--- src/rtl/apb_slv_pkg.sv ---
// Shared types and width helpers for the parametrised APB4 completer.
package apb_slv_pkg;

  typedef enum logic [1:0] {
    IDLE  = 2'd0,
    WAIT  = 2'd1,
    READY = 2'd2
  } apb_slv_state_e;

  localparam logic APB_RESP_OKAY = 1'b0;
  localparam logic APB_RESP_ERR  = 1'b1;

  // Bytes per storage entry.
  function automatic int lane_bytes(input int slv_width);
    return slv_width / 8;
  endfunction

  // Byte-offset to entry-index shift.
  function automatic int addr_shift(input int slv_width);
    return $clog2(slv_width / 8);
  endfunction

endpackage

--- src/rtl/apb_slv_lane_steer.sv ---
// Byte-lane steering between the 32-bit APB bus and a narrower native entry.
module apb_slv_lane_steer
  import apb_slv_pkg::*;
#(
  parameter int DATA_WIDTH = 32,
  parameter int SLV_WIDTH  = 32
) (
  input  logic [1:0]              lane_i,
  input  logic [DATA_WIDTH-1:0]   wdata_i,
  input  logic [DATA_WIDTH/8-1:0] strb_i,
  input  logic [SLV_WIDTH-1:0]    rd_entry_i,
  output logic [SLV_WIDTH-1:0]    wr_data_o,
  output logic [SLV_WIDTH/8-1:0]  wr_be_o,
  output logic [DATA_WIDTH-1:0]   rd_data_o
);
  localparam int NB = lane_bytes(SLV_WIDTH);

  // Shifting by the lane drops strobes outside the entry's lanes and zero-fills the rest.
  assign wr_data_o = SLV_WIDTH'(wdata_i >> {lane_i, 3'b000});
  assign wr_be_o   = NB'(strb_i >> lane_i);
  assign rd_data_o = DATA_WIDTH'(rd_entry_i) << {lane_i, 3'b000};

endmodule

--- src/rtl/apb_slave_param.sv ---
// Memory-backed APB4 completer with base decode, wait states and lane steering.
// Optional macro APB_SLV_PROT_CHECK_EN: non-secure accesses to the upper half of storage fault.
module apb_slave_param
  import apb_slv_pkg::*;
#(
  parameter int                    ADDR_WIDTH  = 32,
  parameter int                    DATA_WIDTH  = 32,
  parameter int                    SLV_WIDTH   = 32,
  parameter int                    DEPTH       = 64,
  parameter logic [ADDR_WIDTH-1:0] BASE_ADDR   = '0,
  parameter int                    WAIT_CYCLES = 0
) (
  input  logic                    PCLK,
  input  logic                    PRESETn,
  input  logic                    PSEL,
  input  logic                    PENABLE,
  input  logic                    PWRITE,
  input  logic [2:0]              PPROT,
  input  logic [ADDR_WIDTH-1:0]   PADDR,
  input  logic [DATA_WIDTH-1:0]   PWDATA,
  input  logic [DATA_WIDTH/8-1:0] PSTRB,
  output logic [DATA_WIDTH-1:0]   PRDATA,
  output logic                    PREADY,
  output logic                    PSLVERR
);
  localparam int                    NB         = lane_bytes(SLV_WIDTH);
  localparam int                    SHIFT      = addr_shift(SLV_WIDTH);
  localparam int                    IDX_W      = (DEPTH > 1) ? $clog2(DEPTH) : 1;
  localparam logic [ADDR_WIDTH-1:0] SPAN       = ADDR_WIDTH'(DEPTH * NB);
  localparam logic [ADDR_WIDTH-1:0] ALIGN_MASK = ADDR_WIDTH'(NB - 1);
  localparam logic [3:0]            WAIT_INIT  = 4'(WAIT_CYCLES);

  apb_slv_state_e         state_q, state_d;
  logic [3:0]             cnt_q, cnt_d;
  logic [IDX_W-1:0]       idx_q;
  logic                   err_q, write_q;
  logic [1:0]             lane_q;
  logic                   ready_q, slverr_q;
  logic [DATA_WIDTH-1:0]  rdata_q;

  logic [ADDR_WIDTH-1:0]  off;
  logic [IDX_W-1:0]       idx_dec;
  logic                   err_dec;
  logic                   prot_unused;
  logic                   capture, enter_rdy, commit, from_bus;
  logic [IDX_W-1:0]       acc_idx;
  logic                   acc_err, acc_write;
  logic [1:0]             acc_lane;
  logic [SLV_WIDTH-1:0]   mem_q [DEPTH];
  logic [SLV_WIDTH-1:0]   rd_entry, wr_data;
  logic [NB-1:0]          wr_be;
  logic [DATA_WIDTH-1:0]  rd_bus;

  assign off     = PADDR - BASE_ADDR;
  assign idx_dec = off[SHIFT +: IDX_W];
`ifdef APB_SLV_PROT_CHECK_EN
  assign err_dec = (off >= SPAN) || ((off & ALIGN_MASK) != '0) ||
                   (PPROT[1] && idx_dec[IDX_W-1]);
  assign prot_unused = PPROT[2] ^ PPROT[0];
`else
  assign err_dec = (off >= SPAN) || ((off & ALIGN_MASK) != '0);
  assign prot_unused = ^PPROT;
`endif

  // With no wait states the access completes on the setup edge, so decode feeds it directly.
  assign from_bus  = (state_q == IDLE);
  assign acc_idx   = from_bus ? idx_dec   : idx_q;
  assign acc_err   = from_bus ? err_dec   : err_q;
  assign acc_write = from_bus ? PWRITE    : write_q;
  assign acc_lane  = from_bus ? PADDR[1:0] : lane_q;

  always_comb begin
    state_d   = state_q;
    cnt_d     = cnt_q;
    capture   = 1'b0;
    enter_rdy = 1'b0;
    unique case (state_q)
      IDLE: begin
        if (PSEL && !PENABLE) begin
          capture = 1'b1;
          if (WAIT_CYCLES == 0) begin
            state_d   = READY;
            enter_rdy = 1'b1;
          end else begin
            state_d = WAIT;
            cnt_d   = WAIT_INIT;
          end
        end
      end
      WAIT: begin
        if (!PSEL) begin
          state_d = IDLE;
          cnt_d   = '0;
        end else if (cnt_q == 4'd1) begin
          state_d   = READY;
          cnt_d     = '0;
          enter_rdy = 1'b1;
        end else begin
          cnt_d = cnt_q - 4'd1;
        end
      end
      READY:   state_d = IDLE;
      default: state_d = IDLE;
    endcase
  end

  always_ff @(posedge PCLK or negedge PRESETn) begin
    if (!PRESETn) begin
      state_q  <= IDLE;
      cnt_q    <= '0;
      idx_q    <= '0;
      err_q    <= 1'b0;
      write_q  <= 1'b0;
      lane_q   <= '0;
      ready_q  <= 1'b0;
      slverr_q <= APB_RESP_OKAY;
      rdata_q  <= '0;
    end else begin
      state_q <= state_d;
      cnt_q   <= cnt_d;
      if (capture) begin
        idx_q   <= idx_dec;
        err_q   <= err_dec;
        write_q <= PWRITE;
        lane_q  <= PADDR[1:0];
      end
      ready_q  <= enter_rdy;
      slverr_q <= (enter_rdy && acc_err) ? APB_RESP_ERR : APB_RESP_OKAY;
      rdata_q  <= (enter_rdy && !acc_write && !acc_err) ? rd_bus : '0;
    end
  end

  // Gating with PRESETn keeps a reset that lands on the commit edge from writing.
  assign commit   = PRESETn && enter_rdy && acc_write && !acc_err;
  assign rd_entry = mem_q[acc_idx];

  always_ff @(posedge PCLK) begin
    if (commit) begin
      for (int k = 0; k < NB; k++) begin
        if (wr_be[k]) mem_q[acc_idx][k*8 +: 8] <= wr_data[k*8 +: 8];
      end
    end
  end

  apb_slv_lane_steer #(
    .DATA_WIDTH (DATA_WIDTH),
    .SLV_WIDTH  (SLV_WIDTH)
  ) u_steer (
    .lane_i     (acc_lane),
    .wdata_i    (PWDATA),
    .strb_i     (PSTRB),
    .rd_entry_i (rd_entry),
    .wr_data_o  (wr_data),
    .wr_be_o    (wr_be),
    .rd_data_o  (rd_bus)
  );

  assign PREADY  = ready_q;
  assign PSLVERR = slverr_q;
  assign PRDATA  = rdata_q;

endmodule
--- config.mk ---
export PLATFORM = sky130hd
export DESIGN_NAME = apb_slave_param
export DESIGN_NICKNAME = d
export VERILOG_FILES = /design/src/rtl/apb_slv_pkg.sv /design/src/rtl/apb_slv_lane_steer.sv /design/src/rtl/apb_slave_param.sv
export SDC_FILE = /design/constraint.sdc
export NUM_CORES = 2
export LEC_CHECK = 0
export CORE_MARGIN = 1
export CORE_UTILIZATION = 55
export CTS_BUF_LIST = sky130_fd_sc_hd__clkbuf_8 sky130_fd_sc_hd__clkbuf_16
export DETAILED_ROUTE_END_ITERATION = 7
export HOLD_SLACK_MARGIN = 0.02
export MAX_ROUTING_LAYER = met4
export PLACE_DENSITY_LB_ADDON = 0.2
export SLEW_MARGIN = 25
export SYNTH_ARGS = -nofsm -noshare
export SYNTH_HDL_FRONTEND = slang
export SYNTH_SLANG_ARGS = --single-unit
--- constraint.sdc ---
create_clock -name PCLK -period 9.2 [get_ports PCLK]
set_clock_uncertainty 0.2 [all_clocks]
set_input_delay 1.38 -clock PCLK [delete_from_list [all_inputs] [get_ports PCLK]]
set_output_delay 1.38 -clock PCLK [all_outputs]
set_load 0.1 [all_outputs]
Word-level counts from Yosys, hierarchy flattened

Memory sizes are Yosys's and may differ from the RTL's.
Index checks and enable logic that the tools add are counted.

Add/subtract/negate cells: 1
Order comparisons: 1
Eq/ne operators: 4
Shifts and indexed selects: 3
Multiplexer cells: 29
Reductions and logical operators: 14

Operators by type and width:

| operator                                                           | count |
|---|---|
| greater-or-equal comparator 32 x 9 -> 1 bit, second input constant | 1 |
| two-way mux 32 bit                                                 | 1 |
| nonzero test 32 bit                                                | 1 |
| << shifter 32 x 5 -> 32 bit                                        | 1 |
| >> shifter 32 x 5 -> 32 bit                                        | 1 |
| two-way mux 1 bit                                                  | 19 |
| two-way mux 2 bit                                                  | 4 |
| two-way mux 4 bit                                                  | 2 |
| logical AND 1 bit                                                  | 7 |
| two-way mux 6 bit                                                  | 1 |
| == test 4 x 1 -> 1 bit, second input constant                      | 1 |
| one-hot mux 2 bit (2 select lines)                                 | 1 |
| >> shifter 4 x 2 -> 4 bit                                          | 1 |
| subtractor 4 x 1 -> 4 bit, second input constant                   | 1 |
| zero test 1 bit                                                    | 3 |
| inequality test 3 bit, second input constant                       | 1 |
| == test 2 x 1 -> 1 bit, second input constant                      | 1 |
| zero test 2 bit                                                    | 1 |
| inequality test 2 x 1 -> 1 bit, second input constant              | 1 |
| one-hot mux 1 bit (2 select lines)                                 | 1 |
| AND reduction 2 bit                                                | 1 |
| logical OR 1 bit                                                   | 1 |

Flip-flop bits (word level): 50
RAM bits: 2048
Bits of input ports: 76
Output and inout bits: 34
Word-level logic and storage cells: 62
Memories kept: 1

Memory list:

| memory | depth | bits a word | read ports | clocked after Yosys merged registers in | write ports | line                  | text |
|---|---|---|---|---|---|---|---|
| mem_q  | 64    | 32          | 1          | 0                                       | 1           | apb_slave_param.sv:49 | `logic [SLV_WIDTH-1:0] mem_q [DEPTH];` |

Longest topological paths before layout

Word-level depth: 9
Gate-level depth with buffers: 15
Gate-level depth less buffers: 8

By module

A second synthesis with hierarchy kept.

Cell total of the unflattened synthesis: 4608
Area total of the unflattened synthesis: 79100.9 µm²

Modules (own cells, without submodules):

| module             | times used | cells an instance | area an instance (µm²) | sequential area each (µm²) |
|---|---|---|---|---|
| apb_slave_param    | 1          | 4472              | 77964.8                | 62600.0 |
| apb_slv_lane_steer | 1          | 136               | 1136.1                 | 0.0 |

Least setup slack after synthesis

No wires, ideal clock.

Kind: in2reg
Start: input port PADDR[0]
End: memory mem_q[0][14] (data pin)
Setup time: 702 ps
Arrival time: 4840 ps
Data required time: 8298 ps
Path slack: 3458 ps
Stages: 5
Path buffers: 3
Cell sequence: mux2_2 > clkbuf_1 > clkbuf_1 > buf_1 > o21ai_0

Word-level cells in the longest chain between the ends: 2

RTL lines:

| element                     | line                     | text |
|---|---|---|
| start: declaration          | apb_slave_param.sv:19    | `input logic [ADDR_WIDTH-1:0] PADDR,` |
| two-way mux 2 bit           | apb_slave_param.sv:70    | `assign acc_lane = from_bus ? PADDR[1:0] : lane_q;` |
| >> shifter 32 x 5 -> 32 bit | apb_slv_lane_steer.sv:19 | `assign wr_data_o = SLV_WIDTH'(wdata_i >> {lane_i, 3'b000});` |
| net u_steer.wr_data_o[14]   | apb_slv_lane_steer.sv:12 | `output logic [SLV_WIDTH-1:0] wr_data_o,` |
| end: declaration            | apb_slave_param.sv:49    |  |

The timed path passes the listed nets, and every way through them passes these cells.

Worst setup path in the final report

Start: input port PADDR[2]
End: register rdata_q[13] (netlist: PRDATA[13])

Word-level cells in the longest chain between the ends: 6
Elaborated cells on any way between the ends: 9
Those cells by class: order compare: 1; shift: 1; mux: 3; reduce/logical: 3; memory: 1

RTL lines:

| element                                                           | line                   | text |
|---|---|---|
| branches (longest 5 deep; another with memory read (64 x 32 bit)) | --                     |  |
| two-way mux 32 bit (*)                                            | apb_slave_param.sv:129 | `rdata_q <= (enter_rdy && !acc_write && !acc_err) ? rd_bus : '0;` |
| end signal: assignment                                            | apb_slave_param.sv:129 |  |
| end: declaration                                                  | apb_slave_param.sv:39  | `logic [DATA_WIDTH-1:0] rdata_q;` |

Every way passes the cells marked *.
A chain may end at the register's enable or synchronous reset.

==> results.cfg <==
[die]
die_w_um = 378
io_pins = 110
die-area_sq_mm = 0.143
die_height_um = 378
core_area_sq_mm = 0.140
num_rows = 137
initial_core_util = 0.556

[power]
power.density_mw_per_mm2 = 227
ir_drop_mv = 0.193
p_total_mw = 20.2
leakage_nw = 28.6

[worst_setup_path]
cp.required_ns = 9.74
cp_max_fo = 32
cp_data_arrival_time_ns = 6.67
path_class = primary input to flip-flop
start_kind = primary input
r2r_setup_slack_ns = 3.48
r2r-start = state_q[1]
r2r_cells = 9
reg2reg_to = PRDATA[13]
end_kind = flip-flop

[sta]
relSlewSlack = 0.207
period_share = 0.666
setup_violations = 0
finalSetupTns_ns = 0
clock.fmax_mhz = 163
fin_crit_ns = 6.13
finalHoldViolCount = 0
rsz0062_at_grt = no
finalMaxSlewViolations = 0
tightestPinTransition_ns = 1.17

[run_status]
outcome = finished clean

[placed_design]
dp_cells = 6649
portBuffers = 106
gp_congestion = 0.886
hpwl_mm = 131

[synth]
avgSynthCellArea_sq_um = 16.6
netlist.area_leader.share = 0.791
yosys-top-cells-area = edfxtp_1 (79%), o22ai_1 (7.1%), nor3_1 (1.9%)
synth.distinct_cells = 68
synth_common_cells = edfxtp_1 (2,048), o22ai_1 (885), nor3_1 (295)
synthFlopType = edfxtp_1
synth-seq-cells = 2092
yosys_warnings = 0
netlist_area_sq_mm = 0.0777
synth-seq-area-share = 0.805
synthesis.nets = 4767
yosysTopAreaCell = edfxtp_1
yosysMostFrequentCell = edfxtp_1
synthCells = 4691
synth_edf_count = 2048
async_flop_share = 0.0210

[final_layout]
fin_util = 0.636
multi_input_area_sq_mm = 0.0139
drive_gt1_frac = 0.147
fillerInstances = 9905
stdcell_count = 7020
regArea_sq_mm = 0.0626
area_growth_pct = 14.4
nNetsFinal = 5052

[detailed_routing]
postRouteAntennaNets = 0
drt-initial-drc-count = 7115
drcViolationCount = 0
drtPass1Iterations = 6
via_per_inst = 6.84
drt-total-wl_mm = 225
wl_per_cell_um = 32.1
vias = 48000

[clock_tree]
root_buffer = clkbuf_16
post_cts_buffers = 0
clkLatencyLatePin_ns = 0.83
ctsHoldBuffers = 0
cts_tree = yes
cts_sinks = 2092
clkTransAtPathRegs_ns = 0.06
cts_buffers = 201
h-tree-depth = 4
cts_buffer_depth = 3
cts-resized-gates = 0

[worst_hold_path]
hold_depth = 1
min_from = err_q
min_to = err_q
hp-class = flip-flop to flip-flop

[run]
maxCapViolCount = 0

[global_route]
grt_max_degree = 103
grt_pass1_wl_mm = 325
grt.overflow.total = 0
grt_use_total = 0.327
antenna_found_initial = 9
grt_pass1_vias = 46300
==> how the worst max path moves through the flow <==
stage / from / end / cells after the start
global placement: PADDR[3] / PRDATA[13] / 10
global route: PADDR[2] / PRDATA[13] / 11
detailed placement: PADDR[3] / PRDATA[13] / 10
finish: PADDR[2] / PRDATA[13] / 11
floorplan: PADDR[0] / mem_q[0][14] / 5
CTS: PADDR[3] / PRDATA[13] / 10
==> cell usage in the layout (no fill, tap or decap), drive strengths merged, types with 50 or more instances in the layout <==
cell type,Yosys,routed
clkinv,0,83
clkdlybuf4s50,0,105
nor3,295,295
nor2,125,125
clkbuf,125,214
or4,50,50
nor4,118,118
a21oi,188,188
inv,6,66
edfxtp,2048,2048
buf,244,346
nand2,180,180
o22ai,885,885
==> cell families (layout without fill, tap and decap cells) <==
kind of cell	Yosys count	in the layout	synth area share
flip-flops	2092	2092	0.805
AO/OA/AOI/OAI	1290	1290	0.106
AND/OR/NAND/NOR	885	885	0.0589
buffers and inverters	375	824	0.0233
multiplexers	49	49	0.00673
other	0	4	0
==> through the flow <==
step | hold WS [ns] | setup WS [ns] | instance area [sq um]
final | 0.272 | 3.07 | 88900
after global routing | 0.301 | 2.99 | 88900
after CTS | 0.279 | 3.21 | 88900
after detailed placement | 0.266 | 2.38 | 82700
after global placement | 0.253 | 2.42 | 82500
after floorplan | 0.241 | 3.46 | 77700
==> metal layers <==
metal	wire length [um]	GRT usage	share of wire
met1	87400	0.459	0.39
met2	103000	0.479	0.46
met3	27400	0.0715	0.12
met4	7890	0.110	0.035
met5	0	-	0
==> report_power, final <==
group | switching, mW | internal [mW] | total, mW | leakage (nW)
clock | 3.45 | 4.34 | 7.79 | 3.27
combinational | 1.29 | 0.401 | 1.69 | 6.09
sequential | 0.0216 | 10.7 | 10.7 | 19.2
==> final cells by class <==
cell class | instances | share of cell area
Clock inverter | 153 | 0.0102
Inverter | 6 | 0.000253
Antenna cell | 4 | 0.000113
Multi-Input combinational cell | 2224 | 0.157
Tap cell | 1876 | 0.0264
Timing Repair Buffer | 451 | 0.0432
Sequential cell | 2092 | 0.704
Clock buffer | 214 | 0.0594
==> flip-flops by register name, indices dropped and copies added (netlist names) <==
signal,cells
PSLVERR,1
lane_q,2
mem_q,2048
PRDATA,32
idx_q,6
err_q,1
PREADY,1
state_q,1
==> worst max-delay path: stages <==
cell and delay (ns):
clkdlybuf4s50_1 0.92, or4b_1 0.22, buf_4 0.44, and2_4 0.72
buf_4 0.54, o22ai_1 0.14, nor4_1 0.77, o22ai_1 0.19
or4_1 0.82, mux2_2 0.38, nor2_1 0.08
Note: power is estimated with default switching activity, not from simulation.
